File: src/rtl/l4_control.sv
// Purpose: multi-cycle control FSM for a small load/store CPU (fetch, decode, execute/memory, halt).
// Latency: ALU/MOV 3 cycles, LOAD/STORE 3 cycles, JMP/BEQZ/NOP 2 cycles, plus 1 per mem_ready=0 cycle.
// Backpressure: FETCH and MEM hold their requests until mem_ready=1; mem_ready is ignored in other states.
module l4_control #(
    parameter int CNT_W = 16
) (
    input  logic             clk,
    input  logic             rst,
    input  logic [3:0]       opcode,
    input  logic [3:0]       dest_reg,
    input  logic [3:0]       src_reg1,
    input  logic [3:0]       src_reg2,
    input  logic             zero_flag,
    input  logic             mem_ready,
    output logic             IRin,
    output logic             PCinc,
    output logic             PCload,
    output logic             mem_rd,
    output logic             mem_wr,
    output logic             addr_sel,
    output logic [2:0]       alu_op,
    output logic             rf_we,
    output logic             wb_sel,
    output logic [3:0]       rf_waddr,
    output logic [3:0]       rf_raddr1,
    output logic [3:0]       rf_raddr2,
    output logic             halted,
    output logic             illegal,
    output logic [CNT_W-1:0] instr_count
);

    typedef enum logic [2:0] {
        S_FETCH  = 3'd0,
        S_DECODE = 3'd1,
        S_EXEC   = 3'd2,
        S_MEM    = 3'd3,
        S_HALT   = 3'd4
    } state_t;

    localparam logic [3:0] OP_LOAD  = 4'd8;
    localparam logic [3:0] OP_STORE = 4'd9;
    localparam logic [3:0] OP_JMP   = 4'd10;
    localparam logic [3:0] OP_NOP   = 4'd11;
    localparam logic [3:0] OP_BEQZ  = 4'd12;
    localparam logic [3:0] OP_MOV   = 4'd13;
    localparam logic [3:0] OP_HALT  = 4'd14;
    localparam logic [3:0] OP_ILL   = 4'd15;

    state_t             state_q, state_d;
    logic [CNT_W-1:0]   cnt_q, cnt_d;
    logic               illegal_q, illegal_d;
    logic               halted_q, halted_d;
    logic               retire;

    // Opcode class flags, shared by the decode and execute stages
    logic is_alu, is_mov, is_load, is_store;

    // Register-file addresses come straight from the instruction register fields
    assign rf_waddr  = dest_reg;
    assign rf_raddr1 = src_reg1;
    assign rf_raddr2 = src_reg2;

    assign halted      = halted_q;
    assign illegal     = illegal_q;
    assign instr_count = cnt_q;

    // Classify the current opcode
    always_comb begin
        is_alu   = (opcode[3] == 1'b0);
        is_mov   = (opcode == OP_MOV);
        is_load  = (opcode == OP_LOAD);
        is_store = (opcode == OP_STORE);
    end

    // Next-state and strobe generation; reset forces every strobe low
    always_comb begin
        state_d   = state_q;
        illegal_d = illegal_q;
        retire    = 1'b0;
        IRin      = 1'b0;
        PCinc     = 1'b0;
        PCload    = 1'b0;
        mem_rd    = 1'b0;
        mem_wr    = 1'b0;
        addr_sel  = 1'b0;
        alu_op    = 3'd0;
        rf_we     = 1'b0;
        wb_sel    = 1'b0;

        if (!rst) begin
            case (state_q)
                S_FETCH: begin
                    mem_rd = 1'b1;
                    if (mem_ready) begin
                        IRin    = 1'b1;
                        PCinc   = 1'b1;
                        state_d = S_DECODE;
                    end
                end

                S_DECODE: begin
                    if (is_alu || is_mov) begin
                        state_d = S_EXEC;
                    end else if (is_load || is_store) begin
                        state_d = S_MEM;
                    end else begin
                        // Control-flow, NOP, HALT and illegal all retire here
                        retire = 1'b1;
                        case (opcode)
                            OP_JMP: begin
                                PCload  = 1'b1;
                                state_d = S_FETCH;
                            end
                            OP_BEQZ: begin
                                PCload  = zero_flag;
                                state_d = S_FETCH;
                            end
                            OP_NOP: begin
                                state_d = S_FETCH;
                            end
                            OP_HALT: begin
                                state_d = S_HALT;
                            end
                            OP_ILL: begin
                                illegal_d = 1'b1;
                                state_d   = S_HALT;
                            end
                            default: begin
                                state_d = S_FETCH;
                            end
                        endcase
                    end
                end

                S_EXEC: begin
                    // MOV passes read port 1 through the ALU using function 0
                    alu_op  = is_mov ? 3'd0 : opcode[2:0];
                    rf_we   = 1'b1;
                    wb_sel  = 1'b0;
                    retire  = 1'b1;
                    state_d = S_FETCH;
                end

                S_MEM: begin
                    addr_sel = 1'b1;
                    mem_rd   = is_load;
                    mem_wr   = is_store;
                    if (mem_ready) begin
                        rf_we   = is_load;
                        wb_sel  = is_load;
                        retire  = 1'b1;
                        state_d = S_FETCH;
                    end
                end

                S_HALT: begin
                    state_d = S_HALT;
                end

                default: begin
                    state_d = S_FETCH;
                end
            endcase
        end
    end

    // Retired-instruction counter wraps naturally at all-ones
    always_comb begin
        cnt_d = retire ? (cnt_q + CNT_W'(1)) : cnt_q;
    end

    // Halted flag tracks entry into the HALT state
    always_comb begin
        halted_d = (state_d == S_HALT);
    end

    // State register with synchronous active-high reset
    always_ff @(posedge clk) begin
        if (rst) begin
            state_q   <= S_FETCH;
            cnt_q     <= '0;
            illegal_q <= 1'b0;
            halted_q  <= 1'b0;
        end else begin
            state_q   <= state_d;
            cnt_q     <= cnt_d;
            illegal_q <= illegal_d;
            halted_q  <= halted_d;
        end
    end

endmodule

File: config.mk
export PLATFORM = sky130hd
export DESIGN_NAME = l4_control
export DESIGN_NICKNAME = d
export VERILOG_FILES = /design/src/rtl/l4_control.sv
export SDC_FILE = /design/constraint.sdc
export NUM_CORES = 1
export LEC_CHECK = 0
export BUFFER_PORTS_ARGS = -buffer_cell sky130_fd_sc_hd__buf_2
export CORE_ASPECT_RATIO = 0.8
export CORE_UTILIZATION = 50
export CTS_CLUSTER_DIAMETER = 120
export DETAILED_ROUTE_END_ITERATION = 12
export PLACE_DENSITY = 0.93
export SYNTH_ARGS = -nofsm -noshare
export SYNTH_HDL_FRONTEND = slang
export SYNTH_SLANG_ARGS = --single-unit
File: constraint.sdc
create_clock -name clk -period 4.3 [get_ports clk]
set_clock_uncertainty 0.2 [all_clocks]
set_input_delay 0.645 -clock clk [delete_from_list [all_inputs] [get_ports clk]]
set_output_delay 0.645 -clock clk [all_outputs]
set_load 0.02 [all_outputs]
Yosys cells after proc, flatten, opt, wreduce, memory -nomap -nowiden --
Cells that the tools add are included. Widths: inputs -> output; s select.
Operators by class: reductions and logical operators 5, add/subtract/negate cells 1, bitwise logic cells 3, equal/unequal tests 12, mux-type cells 33
Operator list (count):
- $eq 4x4->1 const B | 7
- $mux 3 | 9
- $mux 1 | 19
- $add 16x1->16 const B | 1
- $pmux 3 s4 | 1
- $eq 3x2->1 const B | 2
- $eq 3x3->1 const B | 2
- $pmux 1 s2 | 3
- $reduce_and 4->1 | 1
- $eq 3x1->1 const B | 1
- $logic_not 3->1 | 1
- $not 1->1 | 3
- $pmux 1 s3 | 1
- $logic_or 1x1->1 | 2
- $reduce_or 2->1 | 1
Word-level totals: bits of input ports 20, register bits after elaboration 21, logic and storage cells 58, output and inout bits 41

Longest topological paths before layout --
Gate-level depths: netlist of run 1.
depth after elaboration 8, depth in mapped cells 7, depth with buffers taken out 5

Least setup slack after synthesis of run 1 --
No wires, ideal clock.
kind in2out, from input port rst, to output port rf_we, slack 1.744 ns, buffers on the path 0, arrival 1.711 ns, stages 4, required time 3.455 ns, cell sequence nor3b_1 -> and2_1 -> and4b_1 -> or2_1
On the way: cells in the longest elaborated chain, start to end 1
RTL lines:
- from (decl) | RTL line 8 | input logic rst,
- $mux 1 | RTL line 90 | if (!rst) begin
- to (decl) | RTL line 22 | output logic rf_we,
No other way between the ends.

Worst setup path in the final report of run 1 --
Ends and elaborated chain as after synthesis.

==> results of run 1 <==
power groups by stage:
stage	sequential [uW]	combinational (uW)	clock, uW
final	203	42.8	94.7
after global routing	204	46.3	104
after CTS	203	42.5	96.6
after detailed placement	207	42.3	0
after global placement	207	41.0	0
after floorplan	204	50.4	0
per-stage QoR:
step	cells	hold WS [ps]	cell area [um2]	worst slack [ps]
finish	204	276	1440	1620
global route	204	339	1440	1520
global placement	200	250	1410	1660
detailed placement	200	254	1410	1590
CTS	204	282	1440	1630
floorplan	147	352	1320	1740
worst max-delay path, delay by kind of cell:
kind	cells	cell delay [ps]
buffers and inverters	2	490
and+or+nand+nor	4	700
cell usage in the layout (no fill, tap or decap), drive strengths merged, types with 2 or more instances in the layout:
master    n
and2      2
nor2b     4
mux2i     5
nand3     4
a21oi     3
clkbuf    4
a211oi    2
and4b     2
mux2      2
nand2    10
dfxtp    21
buf      36
and4      2
nor2     17
nand3b    2
o21ai     7
nand4     4
inv       3
and3      5
xnor2     9
a2111oi   8
nand2b    6
nor3b     2
how the worst min path moves through the flow:
| stage | end | slack, ps | cells past startpoint |
|---|---|---|---|
| finish | illegal$_SDFFE_PP0P_ | 280 | 2 |
| global route | illegal$_SDFFE_PP0P_ | 340 | 2 |
| CTS | illegal$_SDFFE_PP0P_ | 280 | 2 |
| detailed placement | illegal$_SDFFE_PP0P_ | 250 | 2 |
| global placement | illegal$_SDFFE_PP0P_ | 250 | 2 |
| floorplan | instr_count[4]$_SDFFE_PP0P_ | 350 | 1 |
cell families after synthesis:
group | share of synthesized area (%)
and+or+nand+nor | 27.9
AOI/OAI and AO/OA | 16.8
buffers and inverters | 11.0
DFF | 31.9
xor gates and xnor gates | 5.98
muxes | 5.50
adders and majority gates | 0.949
state kept, by name, summed over array words and instances, names as in the netlist:
name,flops
state_q,3
halted,1
illegal,1
instr_count,16
routing by layer:
layer  track usage [%]  share of wire (%)  vias to the layer above  routed length [um]
met2              32.1                 46                       27                1250
met1              26.3                 47                      516                1270
met5                 0                  0                        -                   0
li1                  -                  -                      559                   -
met3              5.95                6.4                        8                 174
met4              4.29               0.77                        0                  21
cell type report:
class / count / area, um2 / share of cell area, %
timing repair buffer: 36 / 180 / 12.5
multi-input combinational: 104 / 753 / 52.4
sequential: 21 / 420 / 29.3
tap: 36 / 45.0 / 3.14
inverter: 3 / 11.3 / 0.784
clock buffer: 4 / 26.3 / 1.83
==> metrics, run 1 <==
status=completed; slowest stage cell on the critical path=buf_2; synthesized area per cell=8.97 um2; via count=1110; Critical Path, Cell by Cell=buf_2 > nor3b_1 > and2_1 > and4b_1 > or2_1 > buf_2; num rows=16; Setup crit start kind=input pin; largest cells by area after synthesis=dfxtp_1, a2111oi_2, buf_4; FF+latch count, synth=21; slew margin rel.=23.0%; commonest cells in the netlist=dfxtp_1, nor2_1, buf_4; crit path capture type=primary output; Remaining DRCs=0; CP required=3450 ps; vias per inst=5.44; Post-Syn Nets=168; internal power=249 uW; prevailing post-synth register cell=dfxtp_1; max cap viols=0; maximum vdd drop=0.000179 V; TritonRoute pass-1 iters=4; minimum clock period after layout=2680 ps; Worst EP arrival=1840 ps; Total GRT Usage=19.8%; final setup fails=0; Max Clock Freq=0.373 GHz; Synthesis Warnings=0; end of the critical path=rf_we; Max Slew Vio Count=0; post-cts resize count=0; P_sw=91.6 uW; initial antenna violation count=0; count leader, synth=dfxtp_1; HP Class=reg -> reg; initial DRC count=22; sw frac=26.9%; first-pass GRT wire length=4260 um; worst skew pair latency=300 ps; Worst R2R Start=state_q[0]$_SDFF_PP0_; die footprint=2850 um2; antenna-violating nets left=0; final core occ=57.9%; Initial Util=53.1%; delay of the slowest cell on the worst path=330 ps; clk root buf=clkbuf_4; share of layout cells above drive strength 1=31.5%; Final Cycle Share=62.3%; Async S/R FF share, synth=0%; Seq pwr share=59.6%; # diodes=0; critical path peak fanout=23; P&R area growth vs syn=8.92%; Mapped Cells=147; cell repeated most along the worst path=buf_2; Max clock buf depth=2; Die Wd=59.4 um; # IOs=61; distinct cell type count after synthesis=38; TritonCTS Buffers=3; final wirelength=2720 um; clock sinks=21; dpl hpwl=2050 um; worst slew pin tran=1150 ps; GRT overflow=0; Final Hold Fails=0; combinational share of power=12.6%; vias in the first global route=900; hold wc startpoint=illegal$_SDFFE_PP0P_; unrepaired setup endpoints after global routing=no; critical path type=in -> out; post-synth top area share=31.9%; Design Power=340 uW; flop2flop setup slack=1830 ps; largest net degree at the start of global routing=24; sequential area share after synthesis=31.9%; Leak Pwr=0.000619 uW; FF-to-FF path depth=5; Post-synth EDFFs=0; Port Buffers=36; Reg-to-Reg End=instr_count[15]$_SDFFE_PP0P_; Cell Pwr Density=237 nW/um2; Core Region=2480 um2; gp weighted congestion=0.809; Setup crit start=rst; Layout fillers=234; H-tree levels=1; CTS tree=yes; Post-Syn Area=1320 um2; clk slew on worst S/H paths=120 ps; number of post-CTS setup repair buffers=0; CTS hold repair buffers=0; Clock power frac=27.8%; final setup TNS=0 ps; cell taking the most area after synthesis=dfxtp_1; Final #Nets=190; Die Height=47.9 um; Avg WL per Cell=13.3 um
Note: power is estimated with default switching activity, not from simulation.
==> run 2, diff against run 1 <==
Settings changed: CORE_UTILIZATION 50 to 46, PLACE_DENSITY 0.93 to 0.87.
Clock period 4.3 ns to 2.7 ns, I/O delays scaled along.
==> metrics, run 2 (synthesized netlist as in run 1, its figures left out) <==
Final Hold Fails=0 (unchanged); H-tree levels=1 (unchanged); Max Clock Freq=0.424 GHz; WHS Endpoint=state_q[0]$_SDFF_PP0_ (was illegal$_SDFFE_PP0P_); CTS tree=yes (unchanged); Total GRT Usage=21.3% (was 19.8%); final wirelength=2940 um (was 2720 um); critical path peak fanout=10 (was 23); Design Power=555 uW (was 340 uW); Die Height=49.9 um (was 47.9 um); Clock power frac=28.7% (was 27.8%); Setup crit start=state_q[1]$_SDFF_PP0_ (was rst); antenna-violating nets left=0 (unchanged); num rows=16 (unchanged); critical path type=reg -> out (was in -> out); WHS Path Cells=3 (was 2); combinational share of power=13.0% (was 12.6%); post-cts resize count=0 (unchanged); via count=1143 (was 1110); clk root buf=clkbuf_4 (unchanged); Final #Nets=192 (was 190); sw frac=28.7% (was 26.9%); Largest delay share family, worst path=simple AND/OR/NAND/NOR gates (unchanged); delay of the slowest cell on the worst path=540 ps (was 330 ps); Setup crit start kind=flip-flop (was input pin); worst slew pin tran=642 ps (was 1150 ps); Final WS setup=343 ps (was 1620 ps); crit path capture type=primary output (unchanged); share of layout cells above drive strength 1=32.9% (was 31.5%); number of post-CTS setup repair buffers=0 (unchanged); gp weighted congestion=0.839 (was 0.809); unrepaired setup endpoints after global routing=no (unchanged); Cell Pwr Density=382 nW/um2 (was 237 nW/um2); final setup TNS=0 ps (unchanged); slew margin rel.=56.9% (was 23.0%); TritonRoute pass-1 iters=4 (unchanged); Max Slew Vio Count=0 (unchanged); HP Class=in -> reg (was reg -> reg); # IOs=61 (unchanged); final setup fails=0 (unchanged); Reg-to-Reg End=instr_count[15]$_SDFFE_PP0P_ (unchanged); CP required=2100 ps (was 3450 ps); placed insts=202 (was 200); Non-Filler Instances=206 (was 204); die footprint=3090 um2 (was 2850 um2); dpl hpwl=2160 um (was 2050 um); clk slew on worst S/H paths=120 ps (about the same); GRT overflow=0 (unchanged); Die Wd=61.9 um (was 59.4 um); initial antenna violation count=0 (unchanged); clock sinks=21 (unchanged); minimum clock period after layout=2360 ps; initial DRC count=19 (was 22); TritonCTS Buffers=3 (unchanged); most common cell after layout, fill and taps aside=buf_2 (unchanged); Remaining DRCs=0 (unchanged); internal power=396 uW (was 249 uW); flop2flop setup slack=410 ps (was 1830 ps); Seq pwr share=58.3% (was 59.6%); P&R area growth vs syn=10.2% (was 8.92%); FF-to-FF path depth=5 (unchanged); Critical Path, Cell by Cell=nor3b_1 > and2_1 > and4b_1 > or2_1 > buf_2 (was buf_2 > nor3b_1 > and2_1 > and4b_1 > or2_1 > buf_2); vias per inst=5.55 (was 5.44); max cap viols=0 (unchanged); Leak Pwr=0.000630 uW (was 0.000619 uW); first-pass GRT wire length=4930 um (was 4260 um); largest net degree at the start of global routing=24 (unchanged); Avg WL per Cell=14.3 um (was 13.3 um); # diodes=0 (unchanged); Final Cycle Share=87.3%; Worst EP arrival=1750 ps (was 1840 ps); max FFs per register=16 (unchanged); worst skew pair latency=320 ps (was 300 ps); final core occ=56.3% (was 57.9%); Worst Path Buf+Inv=1 (was 2); most frequent cells in the layout=buf_2, dfxtp_1, nor2_1, nand2_1, xnor2_1 (unchanged); Core Region=2580 um2 (was 2480 um2); status=completed (unchanged); Place WS=448 ps (was 1590 ps); maximum vdd drop=0.000260 V (was 0.000179 V); Max clock buf depth=2 (unchanged); vias in the first global route=1125 (was 900); slowest stage cell on the critical path=dfxtp_1 (was buf_2); Worst R2R Start=state_q[0]$_SDFF_PP0_ (unchanged); CTS hold repair buffers=0 (unchanged); hold wc startpoint=mem_ready (was illegal$_SDFFE_PP0P_); Initial Util=51.1% (was 53.1%); P_sw=159 uW (was 91.6 uW); Port Buffers=36 (unchanged)
[run 2: changes by cell type in the layout (fill, tap and decap cells not counted), sizes merged]
cell    change
buf         +2
clkinv      +1
clkbuf      -1
[run 2: worst max-delay path by stage]
stage / endpoint / slack (ps) / cells past startpoint
3_3_place_gp: instr_count[15]$_SDFFE_PP0P_ / 530 / 6
2_1_floorplan: rf_we / 610 / 5
5_1_grt: rf_we / 200 / 5
3_5_place_dp: instr_count[15]$_SDFFE_PP0P_ / 450 / 6
6_report: rf_we / 340 / 5
4_1_cts: rf_we / 370 / 5
[run 2: power groups by stage]
stage,combinational (uW),clock (uW),sequential (uW)
2_1_floorplan,80.2,0,325
3_3_place_gp,66.8,0,329
3_5_place_dp,70.6,0,330
4_1_cts,70.9,159,323
5_1_grt,77.2,172,325
6_report,71.9,159,324
[run 2: worst reg2reg max path, cell delays in order, from the launching register on]
cell and delay (ps):
dfxtp_1 570, and4bb_1 300, o21ai_1 250, a2111o_1 450, or3_1 320, a21oi_1 140
[run 2: final cells by class]
| type | instances | area (um2) |
|---|---|---|
| clock inverter | 1 | 5.00 |
| tap | 36 | 45.0 |
| multi-input combinational | 104 | 753 |
| sequential | 21 | 420 |
| inverter | 3 | 11.3 |
| fill | 221 | 1130 |
| timing repair buffer | 38 | 195 |
| clock buffer | 3 | 22.5 |
[run 2: through the flow]
stage / hold WS (ps) / area [um2]
after floorplan: 346 / 1320
after global placement: 247 / 1430
after detailed placement: 264 / 1430
after CTS: 202 / 1450
after global routing: 204 / 1450
final: 196 / 1450
[run 2: layer usage]
metal	track usage (%)	vias up	wire length [um]	part of all wire (%)
li1	-	558	-	-
met1	24.8	559	1340	45
met2	36.4	18	1440	49
met3	6.30	8	124	4.2
met4	7.41	0	38	1.3
met5	0	-	0	0
